<file path="src/rtl/pipe_pkg.sv">
// pipe_pkg: shared types and defaults for the ready/valid pipeline stage buffer.
//   occ_t        - occupancy / state encoding of the stage (EMPTY, ONE, TWO)
//   PIPE_DATA_W  - default payload width
//   PIPE_CTRL_W  - default control width
//   CTRL_BUBBLE  - control value presented whenever no valid beat is held
package pipe_pkg;

  localparam int PIPE_DATA_W = 32;
  localparam int PIPE_CTRL_W = 8;

  localparam logic [PIPE_CTRL_W-1:0] CTRL_BUBBLE = '0;

  typedef enum logic [1:0] {
    OCC_EMPTY = 2'd0,
    OCC_ONE   = 2'd1,
    OCC_TWO   = 2'd2
  } occ_t;

endpackage

</file>
<file path="src/rtl/pipe_entry_reg.sv">
// pipe_entry_reg: one {valid, data, ctrl} holding register of the stage.
//   clk, rst_n - clock and asynchronous active-low reset (clears everything)
//   load_i     - capture data_i/ctrl_i and mark valid (wins over clear_i)
//   clear_i    - drop the entry: valid=0, ctrl=bubble, data keeps its last value
//   data_i     - payload to capture
//   ctrl_i     - control bits to capture
//   vld_o      - entry holds a beat
//   data_o     - held payload
//   ctrl_o     - held control bits (bubble when not valid)
module pipe_entry_reg
  import pipe_pkg::*;
#(
  parameter int DATA_W = PIPE_DATA_W,
  parameter int CTRL_W = PIPE_CTRL_W
) (
  input  logic              clk,
  input  logic              rst_n,
  input  logic              load_i,
  input  logic              clear_i,
  input  logic [DATA_W-1:0] data_i,
  input  logic [CTRL_W-1:0] ctrl_i,
  output logic              vld_o,
  output logic [DATA_W-1:0] data_o,
  output logic [CTRL_W-1:0] ctrl_o
);

  logic              vld_q;
  logic [DATA_W-1:0] data_q;
  logic [CTRL_W-1:0] ctrl_q;

  always_ff @(posedge clk or negedge rst_n) begin
    if (!rst_n) begin
      vld_q  <= 1'b0;
      data_q <= '0;
      ctrl_q <= CTRL_W'(CTRL_BUBBLE);
    end else if (load_i) begin
      vld_q  <= 1'b1;
      data_q <= data_i;
      ctrl_q <= ctrl_i;
    end else if (clear_i) begin
      // Data is deliberately left alone; only the write-enable class bits
      // must read as a bubble.
      vld_q  <= 1'b0;
      ctrl_q <= CTRL_W'(CTRL_BUBBLE);
    end
  end

  assign vld_o  = vld_q;
  assign data_o = data_q;
  assign ctrl_o = ctrl_q;

endmodule

</file>
<file path="src/rtl/pipe_stage_buf.sv">
// pipe_stage_buf: parametrised ready/valid pipeline stage register.
// DATA passes unchanged, CTRL is forced to zero on bubbles. Flush squashes
// every held beat and any beat accepted in the flush cycle.
//
// Configuration macro: PIPE_STAGE_SKID_EN
//   defined   - 2-entry (main + skid) buffer, in_ready registered
//   undefined - single entry, in_ready = !out_valid || out_ready
//
// Ports:
//   clk, rst_n           - clock, asynchronous active-low reset
//   flush                - squash all held beats and this cycle's accept
//   in_valid/in_ready    - upstream handshake
//   in_data/in_ctrl      - upstream payload / control
//   out_valid/out_ready  - downstream handshake
//   out_data/out_ctrl    - head entry payload / control (ctrl=0 when !out_valid)
//   occupancy            - held beats, 0..2
module pipe_stage_buf
  import pipe_pkg::*;
#(
  parameter int DATA_W = PIPE_DATA_W,
  parameter int CTRL_W = PIPE_CTRL_W
) (
  input  logic              clk,
  input  logic              rst_n,
  input  logic              flush,
  input  logic              in_valid,
  output logic              in_ready,
  input  logic [DATA_W-1:0] in_data,
  input  logic [CTRL_W-1:0] in_ctrl,
  output logic              out_valid,
  input  logic              out_ready,
  output logic [DATA_W-1:0] out_data,
  output logic [CTRL_W-1:0] out_ctrl,
  output logic [1:0]        occupancy
);

  occ_t occ_q, occ_d;
  logic run_q;
  logic acc, dlv;

  logic              main_ld, main_clr, main_vld;
  logic [DATA_W-1:0] main_din, main_data;
  logic [CTRL_W-1:0] main_cin, main_ctrl;

  // Blocks an accept on the very edge that releases reset.
  always_ff @(posedge clk or negedge rst_n) begin
    if (!rst_n) run_q <= 1'b0;
    else        run_q <= 1'b1;
  end

`ifdef PIPE_STAGE_SKID_EN
  logic              in_ready_q;
  logic              skid_ld, skid_clr, skid_vld;
  logic [DATA_W-1:0] skid_data;
  logic [CTRL_W-1:0] skid_ctrl;

  assign in_ready = in_ready_q;

  // A valid skid entry is always older than anything upstream, so it has
  // first claim on main.
  assign main_din = skid_vld ? skid_data : in_data;
  assign main_cin = skid_vld ? skid_ctrl : in_ctrl;

  pipe_entry_reg #(.DATA_W(DATA_W), .CTRL_W(CTRL_W)) u_skid (
    .clk    (clk),
    .rst_n  (rst_n),
    .load_i (skid_ld),
    .clear_i(skid_clr),
    .data_i (in_data),
    .ctrl_i (in_ctrl),
    .vld_o  (skid_vld),
    .data_o (skid_data),
    .ctrl_o (skid_ctrl)
  );
`else
  // Single entry: a beat may enter while the held one leaves.
  assign in_ready = !main_vld || out_ready;
  assign main_din = in_data;
  assign main_cin = in_ctrl;
`endif

  assign acc = in_valid && in_ready && run_q;
  assign dlv = main_vld && out_ready;

  always_comb begin
    occ_d    = occ_q;
    main_ld  = 1'b0;
    main_clr = 1'b0;
`ifdef PIPE_STAGE_SKID_EN
    skid_ld  = 1'b0;
    skid_clr = 1'b0;
`endif
    if (flush) begin
      occ_d    = OCC_EMPTY;
      main_clr = 1'b1;
`ifdef PIPE_STAGE_SKID_EN
      skid_clr = 1'b1;
`endif
    end else begin
      case (occ_q)
        OCC_EMPTY: begin
          if (acc) begin
            main_ld = 1'b1;
            occ_d   = OCC_ONE;
          end
        end
        OCC_ONE: begin
          if (acc && dlv) begin
            main_ld = 1'b1;
          end
`ifdef PIPE_STAGE_SKID_EN
          else if (acc) begin
            skid_ld = 1'b1;
            occ_d   = OCC_TWO;
          end
`endif
          else if (dlv) begin
            main_clr = 1'b1;
            occ_d    = OCC_EMPTY;
          end
        end
`ifdef PIPE_STAGE_SKID_EN
        OCC_TWO: begin
          if (dlv) begin
            main_ld  = 1'b1;
            skid_clr = 1'b1;
            occ_d    = OCC_ONE;
          end
        end
`endif
        default: occ_d = OCC_EMPTY;
      endcase
    end
  end

  always_ff @(posedge clk or negedge rst_n) begin
    if (!rst_n) begin
      occ_q      <= OCC_EMPTY;
`ifdef PIPE_STAGE_SKID_EN
      in_ready_q <= 1'b1;
`endif
    end else begin
      occ_q      <= occ_d;
`ifdef PIPE_STAGE_SKID_EN
      in_ready_q <= (occ_d != OCC_TWO);
`endif
    end
  end

  pipe_entry_reg #(.DATA_W(DATA_W), .CTRL_W(CTRL_W)) u_main (
    .clk    (clk),
    .rst_n  (rst_n),
    .load_i (main_ld),
    .clear_i(main_clr),
    .data_i (main_din),
    .ctrl_i (main_cin),
    .vld_o  (main_vld),
    .data_o (main_data),
    .ctrl_o (main_ctrl)
  );

  assign out_valid = main_vld;
  assign out_data  = main_data;
  assign out_ctrl  = main_ctrl;
  assign occupancy = occ_q;

endmodule

</file>
<file path="config.mk">
export PLATFORM = sky130hd
export DESIGN_NAME = pipe_stage_buf
export DESIGN_NICKNAME = d
export VERILOG_FILES = /design/src/rtl/pipe_pkg.sv /design/src/rtl/pipe_entry_reg.sv /design/src/rtl/pipe_stage_buf.sv
export SDC_FILE = /design/constraint.sdc
export NUM_CORES = 1
export LEC_CHECK = 0
export CAP_MARGIN = 5
export CORE_MARGIN = 1
export CORE_UTILIZATION = 40
export DETAILED_ROUTE_END_ITERATION = 8
export PLACE_DENSITY = 0.87
export SLEW_MARGIN = 20
export SYNTH_ARGS = -nofsm -noshare
export SYNTH_HDL_FRONTEND = slang
export SYNTH_HIERARCHICAL = 1
export SYNTH_SLANG_ARGS = --single-unit
</file>
<file path="constraint.sdc">
create_clock -name clk -period 1.98 [get_ports clk]
set_input_delay 0.198 -clock clk [delete_from_list [all_inputs] [get_ports clk]]
set_output_delay 0.198 -clock clk [all_outputs]
set_load 0.01 [all_outputs]
</file>
Word-level counts from Yosys, hierarchy flattened
Index checks and enable logic that the tools add are counted.
Widths: inputs -> output; s select.
{ "totals": {"reg_bits": 44, "latch_bits": 0, "ram_bits": 0, "rom_bits": 0, "wordCells": 35, "memories": 0} }
{ "classes": {"n_addsub": 0, "multipliers": 0, "div": 0, "n_lt_le_gt_ge": 0, "n_eq_ne": 4, "n_shift": 0, "mux": 17, "bitwise_logic": 0, "n_reduce_logical": 9} }
{ "op_table": {"columns": ["op", "n"], "rows": [
  ["$mux 8", 2],
  ["$mux 1", 9],
  ["$ne 3x3->1 const B", 3],
  ["$mux 2", 4],
  ["$logic_and 1x1->1", 4],
  ["$pmux 2 s2", 1],
  ["$reduce_and 3->1", 1],
  ["$eq 2x1->1 const B", 1],
  ["$logic_not 2->1", 1],
  ["$pmux 1 s2", 1],
  ["$reduce_bool 2->1", 1],
  ["$logic_not 1->1", 1],
  ["$logic_or 1x1->1", 1]
]} }

Longest topological paths before layout
{ "logic_depth": {"ltp_word": 10, "depth_mapped": 5} }

Modules after synthesis
Netlist, hierarchy kept.
{ "modules_own_cells": {"columns": ["mod", "instances", "cells_each", "area_per_inst_um2", "seq_area_each_um2"], "rows": [
  ["pipe_entry_reg", 1, 89, 1651.6, 1026.0],
  ["pipe_stage_buf", 1, 14, 145.1, 50.0]
]} }

Worst setup path after synthesis
Ideal clock, no wire load.
{ "synth_path": {"path_type": "register to register", "startpoint": "reg u_main.vld_q, in the netlist u_main/vld_o", "endpoint": "reg u_main.data_q[0], in the netlist u_main/data_o[0]", "setup_ps": 125, "t_arrival_ps": 1586, "required_ps": 1855, "path_slack_ps": 269, "stages_incl_launch_ff": 6, "n_path_buf": 2, "synth_period_minus_slack_ps": 1711, "path_cell_list": "dfrtp_1 nor2b_4 a2111oi_2 buf_6 buf_6 mux2_4"} }
{ "synth_via": {"elab_chain_len": 8} }
{ "synth_lines": {"columns": ["element", "line", "source"], "rows": [
  ["start, declared", "pipe_entry_reg.sv:27", "logic vld_q;"],
  ["start signal, assigned", "pipe_entry_reg.sv:33", "vld_q <= 1'b0;"],
  ["start signal, assigned", "pipe_entry_reg.sv:37", "vld_q <= 1'b1;"],
  ["start signal, assigned", "pipe_entry_reg.sv:43", "vld_q <= 1'b0;"],
  ["$logic_not 1->1", "pipe_stage_buf.sv:77", "assign in_ready = !main_vld || out_ready;"],
  ["$logic_or 1x1->1", "pipe_stage_buf.sv:77", null],
  ["$logic_and 1x1->1 (2 in a row)", "pipe_stage_buf.sv:82", "assign acc = in_valid && in_ready && run_q;"],
  ["$logic_and 1x1->1", "pipe_stage_buf.sv:108", "if (acc && dlv) begin"],
  ["$mux 1", "pipe_stage_buf.sv:108", null],
  ["$pmux 1 s2 *", "pipe_stage_buf.sv:100", "case (occ_q)"],
  ["$mux 1 *", "pipe_stage_buf.sv:93", "if (flush) begin"],
  ["named net main_ld", "pipe_stage_buf.sv:41", "logic main_ld, main_clr, main_vld;"],
  ["end signal, assigned", "pipe_entry_reg.sv:38", "data_q <= data_i;"],
  ["end, declared", "pipe_entry_reg.sv:28", "logic [DATA_W-1:0] data_q;"]
]} }
The timed path passes the listed nets; every way through them passes the cells marked *.
A chain may end at the register's enable or synchronous reset.

Final worst setup path
{ "layout_path": {"startpoint": "reg u_main.vld_q, in the netlist u_main/vld_o", "endpoint": "reg u_main.data_q[7], in the netlist u_main/data_o[7]"} }
Same word-level chain as after synthesis.

==> flow_metrics.env <==
export IMPL_area_delta_synth_final_pct=55.8
export IMPL_hold_viol=0
export IMPL_slew_viol_final=0
export IMPL_drc_errors=0
export IMPL_clk_insertion_delay_late_ns=0.29
export IMPL_syn_area_sq_um=1800
export IMPL_nets=240
export IMPL_cellPowerDensity_nw_per_um2=913
export IMPL_postSynthNetCount=148
export IMPL_via_count=1174
export IMPL_dieWidth_um=69.0
export IMPL_track_usage=0.167
export IMPL_post_route_util=0.648
export IMPL_drive_above_1_share=0.245
export IMPL_synth_seq_cells=43
export IMPL_min_period_ns=1.80
export IMPL_syn_avg_cell_area_sq_um=17.4
export IMPL_ant_nets=0
export IMPL_cts_tree="done"
export IMPL_ys_types=16
export IMPL_drv_cap=0
export IMPL_fin_hold_ws_ns=0.0423
export IMPL_slowest_stage="dfrtp_1"
export IMPL_clk_path_buf_depth=2
export IMPL_crit_required_ns=2.15
export IMPL_cp_arrival_ns=1.98
export IMPL_dieArea_sq_um=4760
export IMPL_cts_buffers_inserted=5
export IMPL_critPathMaxFanout=13
export IMPL_io_buffers=87
export IMPL_wl_per_cell_um=15.0
export IMPL_tightest_slew_ns=0.934
export IMPL_grt_max_degree=44
export IMPL_fmax_mhz=555
export IMPL_vias_per_cell=4.73
export IMPL_gp_routability_congestion=0.687
export IMPL_setup_viol=0
export IMPL_power_leakage_nw=1.23
export IMPL_vdd_drop_max_uv=566
export IMPL_clock_sinks=43
export IMPL_crit_chain="nor2b_4 -> a2111oi_4 -> buf_4 -> mux2_4"
export IMPL_grt_pass1_vias=1337
export IMPL_grt_pass1_wl_mm=6.23
export IMPL_placed_area_sq_um=2720
export IMPL_initial_core_util=0.416
export IMPL_cts_root_buf="clkbuf_8"
export IMPL_n_antenna_cell=0
export IMPL_max_stage_delay_ns=0.44
export IMPL_status="finished, final reports clean"
export IMPL_htreeDepth=2
export IMPL_clkTransAtPathRegs_ns=0.08
export IMPL_endpoint_kind="register"
export IMPL_core_sq_um=4320
export IMPL_worstSetupPathType="register to register"
export IMPL_final_area_sq_um=2800
export IMPL_ios=89
export IMPL_layout_cells_most_common_list="clkdlybuf4s50_1, dfrtp_1, mux2_4"
export IMPL_finalCritPeriodShare=0.911
export IMPL_finClkSkew_ns=0.00431
export IMPL_netlist_instances=103
export IMPL_fp_row_count=24
export IMPL_final_common_cell="clkdlybuf4s50_1"
export IMPL_drt_iter0_drc=41
export IMPL_finalWirelength_mm=3.73
export IMPL_postCtsSetupRepairBufs=0
export IMPL_fin_setup_tns_ns=0
export IMPL_critPathLaunchType="register"
export IMPL_grt_ovfl_total=0
export IMPL_yosysSeqAreaShare=0.599
export IMPL_slew_headroom=0.377
export IMPL_rsz0062_at_grt="false"
export IMPL_drt_pass1_iterations=2
export IMPL_die_h_um=69.0
export IMPL_cts_hold_buf=0
export IMPL_ys_warn_count=6
export IMPL_hpwlAfterDp_mm=2.58
export IMPL_hold_path_class="input pin to asynchronous set/reset pin"
export IMPL_finalPower_mw=2.56
export IMPL_antenna_found_initial=0
export IMPL_cts_repair_resized=0
[flip-flops by register name, indices dropped and copies added, names as in the netlist]
signal	cells
run_q	1
occupancy	1
u_main/ctrl_o	8
u_main/data_o	32
u_main/vld_o	1
[worst paths after layout]
kind	from	end	slack [ns]	cells past startpoint
setup / recovery	u_main/vld_o	u_main/data_o[7]	0.18	4
hold / removal	rst_n	run_q	0.04	1
setup reg to reg	u_main/vld_o	u_main/data_o[7]	0.18	4
hold reg to reg	u_main/ctrl_o[5]	u_main/ctrl_o[5]	0.51	1
max in group asynchronous	rst_n	u_main/data_o[2]	1.35	1
min in group clk	u_main/ctrl_o[5]	u_main/ctrl_o[5]	0.51	1
[synthesized netlist by cell type]
library cell  instances  area (sq um)
a2111oi_2             1          15.0
a21bo_1               1          10.0
a21o_1                1          7.51
a221oi_2              1          15.0
a22o_1                8          70.1
a41o_2                1          11.3
buf_4                 1          7.51
buf_6                 5          56.3
conb_1                2          7.51
dfrtp_1              43          1080
inv_1                 4          15.0
mux2_2                1          11.3
mux2_4               31           465
nand2_1               1          3.75
nor2_4                1          11.3
nor2b_4               1          13.8
[cell families after synthesis]
family / synth area share
flip-flops: 0.599
multiplexers: 0.265
AO/OA/AOI/OAI: 0.0717
buffers and inverters: 0.0439
AND/OR/NAND/NOR: 0.0160
other: 0.00418
[critical path: cells and delay by family (launching register included)]
family          cells  cell delay, ns
compound gates      1            0.41
buf+inv             1            0.34
mux                 1            0.33
simple gates        1            0.16
flops               1            0.44
[final cells by class]
type	count	area [sq um]
fill	328	1520
inverter	4	15.0
clock inverter	1	5.00
timing repair buffer	91	908
tap	52	65.1
clock buffer	7	76.3
sequential	43	1080
multi-input combinational	50	654
[metal layers]
metal	share of wire	global-route usage	up-vias
met5	0	0	-
li1	-	-	542
met3	0.087	0.0643	7
met1	0.44	0.216	567
met2	0.45	0.250	58
met4	0.019	0.0703	0
[report_power, final]
| group | total, mW | internal (mW) | switching (mW) |
|---|---|---|---|
| Combinational | 0.869 | 0.602 | 0.266 |
| Clock | 0.527 | 0.248 | 0.280 |
| Sequential | 1.16 | 1.05 | 0.106 |
[through the flow]
step | setup WS [ns] | instances
after global placement | 0.0345 | 240
final | 0.177 | 248
after floorplan | 0.269 | 103
after detailed placement | -0.0198 | 240
after global routing | 0.119 | 248
after CTS | 0.174 | 248
No activity file was read; power rests on OpenSTA's default activity.
